[config.mk]
export PLATFORM = sky130hd
export DESIGN_NAME = special_unit_ctrl_flat
export DESIGN_NICKNAME = d
export VERILOG_FILES = /design/src/rtl/special_unit_ctrl_if.sv /design/src/rtl/special_unit_ctrl.sv /design/src/flat_wrapper.sv
export SDC_FILE = /design/constraint.sdc
export NUM_CORES = 1
export LEC_CHECK = 0
export CORE_ASPECT_RATIO = 0.7
export CORE_MARGIN = 3
export CORE_UTILIZATION = 30
export DETAILED_ROUTE_END_ITERATION = 7
export GPL_TIMING_DRIVEN = 0
export PLACE_DENSITY = 0.44
export SYNTH_ARGS = -nofsm -noshare
export SYNTH_HDL_FRONTEND = slang
export SYNTH_SLANG_ARGS = --single-unit
export TNS_END_PERCENT = 10
[constraint.sdc]
create_clock -name clk -period 7.68 [get_ports clk]
set_input_delay 1.152 -clock clk [delete_from_list [all_inputs] [get_ports clk]]
set_output_delay 1.152 -clock clk [all_outputs]
set_load 0.01 [all_outputs]
[src/rtl/special_unit_ctrl_if.sv]
// rtl/special_unit_ctrl_if.sv - launch/result signal bundle between decoder/pipeline and the HI/LO mul/div unit
interface special_unit_ctrl_if #(
    parameter int WIDTH = 32
);
    logic             start;
    logic [1:0]       sel;
    logic [WIDTH-1:0] a;
    logic [WIDTH-1:0] b;
    logic             stall;
    logic             busy;
    logic             done;
    logic [WIDTH-1:0] hi;
    logic [WIDTH-1:0] lo;
    logic             dz;

    modport master (
        output start, sel, a, b,
        input  stall, busy, done, hi, lo, dz
    );

    modport slave (
        input  start, sel, a, b,
        output stall, busy, done, hi, lo, dz
    );
endinterface

[src/rtl/special_unit_ctrl.sv]
// rtl/special_unit_ctrl.sv - iterative mult/multu/div/divu sequencer with HI/LO; SPECIAL_EARLY_OUT_EN enables multiply early exit
module special_unit_ctrl #(
    parameter int WIDTH = 32,
    parameter int CNT_W = 6
) (
    input  logic                clk,
    input  logic                rst_n,
    special_unit_ctrl_if.slave  bus
);
    typedef enum logic [1:0] {S_IDLE, S_PREP, S_CALC, S_FIX} state_t;

    state_t             r_state;
    state_t             w_next;

    logic [WIDTH-1:0]   r_a;
    logic [WIDTH-1:0]   r_b;
    logic [1:0]         r_sel;
    logic [WIDTH-1:0]   r_acc;
    logic [WIDTH-1:0]   r_ql;
    logic [WIDTH-1:0]   r_opb;
    logic [CNT_W-1:0]   r_cnt;
    logic               r_neg_q;
    logic               r_neg_r;
    logic               r_dz;
    logic [WIDTH-1:0]   r_hi;
    logic [WIDTH-1:0]   r_lo;

    logic               w_signed;
    logic               w_is_div;
    logic               w_div_zero;
    logic               w_done;
    logic               w_early;
    logic [WIDTH-1:0]   w_abs_a;
    logic [WIDTH-1:0]   w_abs_b;
    logic [WIDTH:0]     w_sum;
    logic [WIDTH:0]     w_shift;
    logic [WIDTH:0]     w_diff;
    logic [2*WIDTH-1:0] w_prod;
    logic [2*WIDTH-1:0] w_prod_sh;
    logic [2*WIDTH-1:0] w_prod_fx;
    logic [WIDTH-1:0]   w_quot;
    logic [WIDTH-1:0]   w_rem;
    logic [WIDTH-1:0]   w_fix_hi;
    logic [WIDTH-1:0]   w_fix_lo;

    assign w_signed   = ~r_sel[0];
    assign w_is_div   = r_sel[1];
    assign w_div_zero = w_is_div && (r_b == '0);
    assign w_abs_a    = (w_signed && r_a[WIDTH-1]) ? -r_a : r_a;
    assign w_abs_b    = (w_signed && r_b[WIDTH-1]) ? -r_b : r_b;

    // Multiply step: conditional add into the upper half, then shift {acc, mplier} right.
    assign w_sum   = {1'b0, r_acc} + (r_ql[0] ? {1'b0, r_opb} : '0);
    // Divide step: shift {rem, quot} left, trial-subtract; the borrow bit decides commit.
    assign w_shift = {r_acc, r_ql[WIDTH-1]};
    assign w_diff  = w_shift - {1'b0, r_opb};

    assign w_prod  = {r_acc, r_ql};

`ifdef SPECIAL_EARLY_OUT_EN
    logic [WIDTH-1:0] w_rem_mask;
    // Low r_cnt bits of the multiplier register are the bits not yet consumed.
    assign w_rem_mask = ~({WIDTH{1'b1}} << r_cnt);
    assign w_early    = ~w_is_div && ((r_ql & w_rem_mask) == '0);
    assign w_prod_sh  = w_prod >> r_cnt;
`else
    assign w_early    = 1'b0;
    assign w_prod_sh  = w_prod;
`endif

    assign w_prod_fx = r_neg_q ? -w_prod_sh : w_prod_sh;
    assign w_quot    = r_neg_q ? -r_ql : r_ql;
    assign w_rem     = r_neg_r ? -r_acc : r_acc;

    always_comb begin
        w_fix_hi = w_prod_fx[2*WIDTH-1:WIDTH];
        w_fix_lo = w_prod_fx[WIDTH-1:0];
        if (r_dz) begin
            w_fix_hi = r_a;
            w_fix_lo = '1;
        end else if (w_is_div) begin
            w_fix_hi = w_rem;
            w_fix_lo = w_quot;
        end
    end

    always_ff @(posedge clk) begin
        if (!rst_n) begin
            r_state <= S_IDLE;
        end else begin
            r_state <= w_next;
        end
    end

    always_comb begin
        w_next = r_state;
        case (r_state)
            S_IDLE: if (bus.start) w_next = S_PREP;
            S_PREP: w_next = w_div_zero ? S_FIX : S_CALC;
            S_CALC: begin
                if (w_early || (r_cnt == CNT_W'(1))) begin
                    w_next = S_FIX;
                end
            end
            S_FIX:  w_next = S_IDLE;
            default: w_next = S_IDLE;
        endcase
    end

    always_ff @(posedge clk) begin
        if (!rst_n) begin
            r_a     <= '0;
            r_b     <= '0;
            r_sel   <= '0;
            r_acc   <= '0;
            r_ql    <= '0;
            r_opb   <= '0;
            r_cnt   <= '0;
            r_neg_q <= 1'b0;
            r_neg_r <= 1'b0;
            r_dz    <= 1'b0;
            r_hi    <= '0;
            r_lo    <= '0;
        end else begin
            case (r_state)
                S_IDLE: begin
                    if (bus.start) begin
                        r_a   <= bus.a;
                        r_b   <= bus.b;
                        r_sel <= bus.sel;
                        r_dz  <= 1'b0;
                    end
                end
                S_PREP: begin
                    r_neg_q <= w_signed && (r_a[WIDTH-1] ^ r_b[WIDTH-1]);
                    r_neg_r <= w_signed && r_a[WIDTH-1];
                    r_acc   <= '0;
                    r_cnt   <= CNT_W'(WIDTH);
                    if (w_is_div) begin
                        r_ql  <= w_abs_a;
                        r_opb <= w_abs_b;
                    end else begin
                        r_ql  <= w_abs_b;
                        r_opb <= w_abs_a;
                    end
                    if (w_div_zero) r_dz <= 1'b1;
                end
                S_CALC: begin
                    if (!w_early) begin
                        r_cnt <= r_cnt - 1'b1;
                        if (w_is_div) begin
                            r_acc <= w_diff[WIDTH] ? w_shift[WIDTH-1:0] : w_diff[WIDTH-1:0];
                            r_ql  <= {r_ql[WIDTH-2:0], ~w_diff[WIDTH]};
                        end else begin
                            r_acc <= w_sum[WIDTH:1];
                            r_ql  <= {w_sum[0], r_ql[WIDTH-1:1]};
                        end
                    end
                end
                S_FIX: begin
                    r_hi <= w_fix_hi;
                    r_lo <= w_fix_lo;
                end
                default: ;
            endcase
        end
    end

    // HI/LO show the fixed-up result combinationally so it is valid in the done cycle.
    assign w_done    = (r_state == S_FIX);
    assign bus.done  = w_done;
    assign bus.busy  = (r_state != S_IDLE);
    assign bus.stall = ((r_state == S_IDLE) && bus.start) || ((r_state != S_IDLE) && !w_done);
    assign bus.hi    = w_done ? w_fix_hi : r_hi;
    assign bus.lo    = w_done ? w_fix_lo : r_lo;
    assign bus.dz    = r_dz;
endmodule
[src/flat_wrapper.sv]
// flat-port wrapper written by rule: the top's interface ports become plain ports
module special_unit_ctrl_flat 
#(
    parameter int WIDTH = 32,
    parameter int CNT_W = 6
)
  (clk, rst_n, bus_start, bus_sel, bus_a, bus_b, bus_stall, bus_busy, bus_done, bus_hi, bus_lo, bus_dz);
  special_unit_ctrl_if #(.WIDTH(WIDTH)) bus_i ();
  input  logic clk;
  input  logic rst_n;
  input wire logic [$bits(bus_i.start)-1:0] bus_start;
  input wire logic [$bits(bus_i.sel)-1:0] bus_sel;
  input wire logic [$bits(bus_i.a)-1:0] bus_a;
  input wire logic [$bits(bus_i.b)-1:0] bus_b;
  output wire logic [$bits(bus_i.stall)-1:0] bus_stall;
  output wire logic [$bits(bus_i.busy)-1:0] bus_busy;
  output wire logic [$bits(bus_i.done)-1:0] bus_done;
  output wire logic [$bits(bus_i.hi)-1:0] bus_hi;
  output wire logic [$bits(bus_i.lo)-1:0] bus_lo;
  output wire logic [$bits(bus_i.dz)-1:0] bus_dz;
  assign bus_i.start = bus_start;
  assign bus_i.sel = bus_sel;
  assign bus_i.a = bus_a;
  assign bus_i.b = bus_b;
  assign bus_stall = bus_i.stall;
  assign bus_busy = bus_i.busy;
  assign bus_done = bus_i.done;
  assign bus_hi = bus_i.hi;
  assign bus_lo = bus_i.lo;
  assign bus_dz = bus_i.dz;
  special_unit_ctrl #(.WIDTH(WIDTH), .CNT_W(CNT_W)) u_core (.clk(clk), .rst_n(rst_n), .bus(bus_i));
endmodule
Word-level counts from Yosys, hierarchy flattened
Index checks and enable logic that the tools add are counted.
{"block": "word_totals", "ff_bits": 237, "input_bits": 69, "out_inout_bits": 68}
{"block": "classes", "add_sub_neg": 8, "eq_ne": 7, "n_mux": 27, "bitwise": 3, "reduce_logical": 16}
{"cell": "two-way mux 32 bit", "count": 16}
{"cell": "negator 32 bit", "count": 4}
{"cell": "one-hot mux 32 bit (2 select lines)", "count": 2}
{"cell": "two-way mux 64 bit", "count": 1}
{"cell": "negator 64 bit", "count": 1}
{"cell": "adder 32 x 33 -> 33 bit", "count": 1}
{"cell": "subtractor 33 x 32 -> 33 bit", "count": 1}
{"cell": "zero test 32 bit", "count": 1}
{"cell": "one-hot mux 6 bit (2 select lines)", "count": 1}
{"cell": "one-hot mux 2 bit (4 select lines)", "count": 1}
{"cell": "equality test 6 x 1 -> 1 bit, second input constant", "count": 1}
{"cell": "logical AND 1 bit", "count": 6}
{"cell": "nonzero test 2 bit", "count": 3}
{"cell": "subtractor 6 x 1 -> 6 bit, second input constant", "count": 1}
{"cell": "equality test 2 bit, second input constant", "count": 2}
{"cell": "two-way mux 2 bit", "count": 2}
{"cell": "!= test 2 x 1 -> 1 bit, second input constant", "count": 2}
{"cell": "AND reduction 2 bit", "count": 2}
{"cell": "two-way mux 1 bit", "count": 3}
{"cell": "AND reduction 3 bit", "count": 1}
{"cell": "equality test 2 x 1 -> 1 bit, second input constant", "count": 1}
{"cell": "zero test 2 bit", "count": 1}
{"cell": "!= test 2 bit, second input constant", "count": 1}
{"cell": "inverter 1 bit", "count": 2}
{"cell": "4 further kinds", "count": 4}

Longest topological paths before layout
{"block": "depth", "depth_word": 5, "ltp_mapped": 15}

Worst setup path after synthesis
No wires, ideal clock.
{"block": "synth_timing", "path_type": "register to output", "from": "register u_core.r_ql[11]", "to": "output bus_hi[26]", "arrival_time_ps": 3212, "path_slack_ps": 3316, "stages_incl_launch_ff": 13, "path_cell_list": "dfxtp_1 -> buf_6 -> or4_4 -> or4_4 -> or4_1 -> or3_1 -> buf_6 -> nor4_2 -> a21oi_1 -> o21ai_0 -> xnor2_1 -> nor2_1 -> o22ai_1"}
{"block": "synth_between", "elab_chain_cells": 5}
{"item": "start: declaration", "line_no": "special_unit_ctrl.sv:19", "text": "logic [WIDTH-1:0] r_ql;"}
{"item": "start signal: assignment", "line_no": "special_unit_ctrl.sv:140", "text": "r_ql <= w_abs_a;"}
{"item": "start signal: assignment", "line_no": "special_unit_ctrl.sv:143", "text": "r_ql <= w_abs_b;"}
{"item": "start signal: assignment", "line_no": "special_unit_ctrl.sv:153", "text": "r_ql <= {r_ql[WIDTH-2:0], ~w_diff[WIDTH]};"}
{"item": "negator 64 bit", "line_no": "special_unit_ctrl.sv:71", "text": "assign w_prod_fx = r_neg_q ? -w_prod_sh : w_prod_sh;"}
{"item": "two-way mux 64 bit", "line_no": "special_unit_ctrl.sv:71"}
{"item": "two-way mux 32 bit", "line_no": "special_unit_ctrl.sv:81", "text": "end else if (w_is_div) begin"}
{"item": "two-way mux 32 bit", "line_no": "special_unit_ctrl.sv:78", "text": "if (r_dz) begin"}
{"item": "two-way mux 32 bit", "line_no": "special_unit_ctrl.sv:174", "text": "assign bus.hi = w_done ? w_fix_hi : r_hi;"}
{"item": "end: declaration", "line_no": "flat_wrapper.sv:18", "text": "output wire logic [$bits(bus_i.hi)-1:0] bus_hi;"}
No other way between the ends.

Final worst setup path
{"block": "layout_timing", "from": "register u_core.r_ql[0]", "to": "output bus_hi[26]"}
Same word-level chain as after synthesis.

==> results.json <==
{
  "outcome": "completed",
  "grt_pass1_wl_um": 111000,
  "period_needed_ns": 6.48,
  "gp_congestion": 0.922,
  "hold_viol": 0,
  "yosysUniqueCellTypes": 86,
  "rsz0062_at_grt": "no",
  "drc": 0,
  "hpwl_um": 62100,
  "synth.area.top_cells": "dfxtp_1 28%, a21oi_1 7.0%, nand2_1 6.8%, ha_1 5.6%, nor2_1 5.5%",
  "drive_gt1_frac": 0.0446,
  "pin_count": 137,
  "initialDrtViolationCount": 1623,
  "coreArea_mm2": 0.0545,
  "grt_pass1_vias": 16376,
  "clockBufferDepth": 3,
  "setup_viol": 0,
  "final_antenna_net_count": 0,
  "p_comb_frac": 0.561,
  "synth_ff_type": "dfxtp_1",
  "drv_cap": 0,
  "io_buffers": 135,
  "p_total_w": 0.00705,
  "slew_viol_final": 0,
  "worstSetupPathType": "reg2out",
  "slew_headroom": 0.109,
  "r2r-start": "u_core.r_ql[31]",
  "irDropWorstVdd_mv": 0.171,
  "seq_power_share": 0.242,
  "synth-edff-count": 0,
  "yosysSeqAreaShare": 0.283,
  "syn_nets": 2380,
  "clockPowerShare": 0.197,
  "arrival_ns": 5.32,
  "period_share": 0.843,
  "die_width_um": 289,
  "power_switching_w": 0.00339,
  "internal-power_w": 0.00366,
  "areaGrowthSynthToFinish_pct": 19.1,
  "dr_total_vias": 17334,
  "setup.worst_path.end": "bus_hi[26]",
  "syn_avg_cell_area_um2": 7.51,
  "cp-start-kind": "register",
  "wire_per_inst_um": 24.2,
  "setup-tns-final_ns": 0,
  "grt_max_degree": 14,
  "synth_top_area_frac": 0.283,
  "leakage_nw": 7.95,
  "first_pass_iters": 5,
  "tightestPinTransition_ns": 1.34,
  "antenna_found_initial": 2,
  "clock_latency_ns": 0.58,
  "yosys_warnings": 0,
  "async_reset_ff_frac": 0,
  "num_rows": 71,
  "n_fill_cell": 5839,
  "via_per_inst": 5.50,
  "initial_utilization": 0.308,
  "cts_made_buffers": 28,
  "grtUsageTotal": 0.253,
  "cts.sinks": 237,
  "cts_setup_buffers": 0,
  "fin_worst_skew_ns": 0.0118,
  "switching_share": 0.481,
  "die_h_um": 204,
  "ctsResizeCount": 0,
  "reg2reg_depth": 15,
  "nNetsFinal": 2545,
  "ff2ff_setup_slack_ns": 2.54,
  "fmax_ghz": 0.154,
  "rr_endpoint": "u_core.r_acc[27]",
  "cp-end-kind": "output pin",
  "cts_tree": "yes",
  "die-area_mm2": 0.0589,
  "hold_buffers": 0,
  "hp-class": "reg2reg",
  "synthCells": 2234,
  "crit_path_max_fanout": 10,
  "ys_ff_latch": 237,
  "clk_pin_slew_ns": 0.06,
  "gr-total-overflow": 0,
  "cts_root_buf": "clkbuf_16",
  "htreeDepth": 1,
  "yosys.area.top_type": "dfxtp_1",
  "wl_um": 76400,
  "power.density_mw_per_mm2": 352,
  "startpoint": "u_core.r_ql[0]",
  "cp.required_ns": 6.53,
  "synth_area_mm2": 0.0168
}
through the flow:
step	cells	worst slack, ns	hold WS (ns)	instance area [um2]	utilization
final	3152	1.20	0.457	20000	0.367
after global placement	3099	1.84	0.453	19100	0.349
after global routing	3149	1.01	0.473	20000	0.366
after floorplan	2234	3.32	0.436	16800	-
after CTS	3149	1.26	0.460	20000	0.366
after detailed placement	3099	1.89	0.452	19100	0.349
worst max-delay path, cell delays in order (launching register included):
cell,delay [ns]
dfxtp_1,0.40
inv_1,0.29
clkbuf_1,0.58
ha_1,0.38
nand4_1,0.28
or4_1,0.48
or3_1,0.33
buf_6,0.16
nor4_2,0.36
a21oi_1,0.16
o21ai_0,0.27
xnor2_1,0.17
nor2_1,0.10
o22ai_1,0.19
clkdlybuf4s50_1,0.58
per-layer routing:
metal | vias to the layer above | track usage | wire [um]
met5 | - | 0 | 0
met4 | 0 | 0.0410 | 1350
met3 | 69 | 0.0699 | 7860
met2 | 705 | 0.337 | 28400
met1 | 8318 | 0.398 | 38700
li1 | 8242 | - | -
how the worst min path moves through the flow:
stage,start,to,slack (ns),cells past startpoint
final,u_core.r_b[21],u_core.r_b[21],0.46,2
after global routing,u_core.r_b[21],u_core.r_b[21],0.47,2
after CTS,u_core.r_b[21],u_core.r_b[21],0.46,2
after detailed placement,u_core.r_b[21],u_core.r_b[21],0.45,2
after global placement,u_core.r_a[13],u_core.r_a[13],0.45,2
after floorplan,u_core.r_a[13],u_core.r_a[13],0.44,2
Yosys cell counts, types with 9 or more instances:
| master | n |
|---|---|
| a21o_1 | 28 |
| clkbuf_1 | 118 |
| a31oi_1 | 24 |
| o31ai_1 | 25 |
| and3_1 | 12 |
| mux4_2 | 9 |
| a21oi_1 | 235 |
| mux2_2 | 9 |
| inv_1 | 73 |
| ha_1 | 75 |
| nor3_1 | 45 |
| a211oi_1 | 27 |
| mux2i_1 | 59 |
| o21ai_0 | 120 |
| o211ai_1 | 27 |
| o22a_1 | 11 |
| and2_1 | 54 |
| a221o_1 | 10 |
| o211a_1 | 9 |
| nor4_1 | 19 |
| o221ai_1 | 9 |
| o21a_1 | 14 |
| xor2_1 | 79 |
| xnor2_1 | 93 |
| or4_1 | 12 |
| nor2b_1 | 12 |
| a22oi_1 | 22 |
| nand3_1 | 27 |
| nand2b_1 | 25 |
| nand2_1 | 303 |
| buf_1 | 13 |
| dfxtp_1 | 237 |
| or3_1 | 14 |
| o41ai_1 | 15 |
| nor2_1 | 248 |
cell type report:
| type | instances | area [um2] | area share |
|---|---|---|---|
| Clock buffer | 37 | 806 | 0.0403 |
| Inverter | 74 | 278 | 0.0139 |
| Antenna cell | 3 | 7.51 | 0.000375 |
| Sequential cell | 237 | 4740 | 0.237 |
| Multi-Input combinational cell | 1778 | 11200 | 0.559 |
| Clock inverter | 13 | 126 | 0.00632 |
| Timing Repair Buffer | 135 | 1350 | 0.0676 |
| Buffer | 145 | 592 | 0.0296 |
| Tap cell | 730 | 913 | 0.0457 |
logic make-up after synthesis:
group,Yosys count,share of synthesized area
and+or+nand+nor,813,0.221
AOI/OAI and AO/OA,637,0.240
DFF,237,0.283
buffers and inverters,219,0.0518
xor gates and xnor gates,172,0.0897
muxes,79,0.0564
adders and majority gates,77,0.0583
flip-flops by register name, summed over array words and instances, names as in the netlist:
signal          flops
u_core.r_lo        32
u_core.r_acc       32
u_core.r_opb       32
u_core.r_sel        2
u_core.r_state      2
u_core.r_hi        32
u_core.r_ql        32
u_core.r_cnt        6
u_core.r_b         32
u_core.r_neg_q      1
u_core.bus.dz       1
u_core.r_neg_r      1
u_core.r_a         32
cell usage in the layout, fill, tap and decap left out, types with 10 or more instances in the layout:
master             n
nand2_1          303
nor2_1           248
dfxtp_1          237
a21oi_1          235
clkdlybuf4s50_1  135
clkbuf_1         121
o21ai_0          120
xnor2_1           93
xor2_1            79
ha_1              75
inv_1             73
mux2i_1           59
and2_1            54
nor3_1            44
clkbuf_16         29
a21o_1            28
nand3_1           27
o211ai_1          27
a211oi_1          27
nand2b_1          25
o31ai_1           25
a31oi_1           24
a22oi_1           22
nor4_1            19
o41ai_1           15
or3_1             14
o21a_1            14
buf_1             13
or4_1             12
and3_1            12
nor2b_1           12
o22a_1            11
a221o_1           10
power by group through the flow:
| stage | Combinational (W) | Sequential, W | Clock (W) |
|---|---|---|---|
| final | 0.00395 | 0.00171 | 0.00139 |
| after global routing | 0.00427 | 0.00172 | 0.00146 |
| after CTS | 0.00386 | 0.00170 | 0.00141 |
| after detailed placement | 0.00384 | 0.00172 | 0 |
| after global placement | 0.00384 | 0.00172 | 0 |
| after floorplan | 0.00250 | 0.00160 | 0 |
Note: power is estimated with default switching activity, not from simulation.
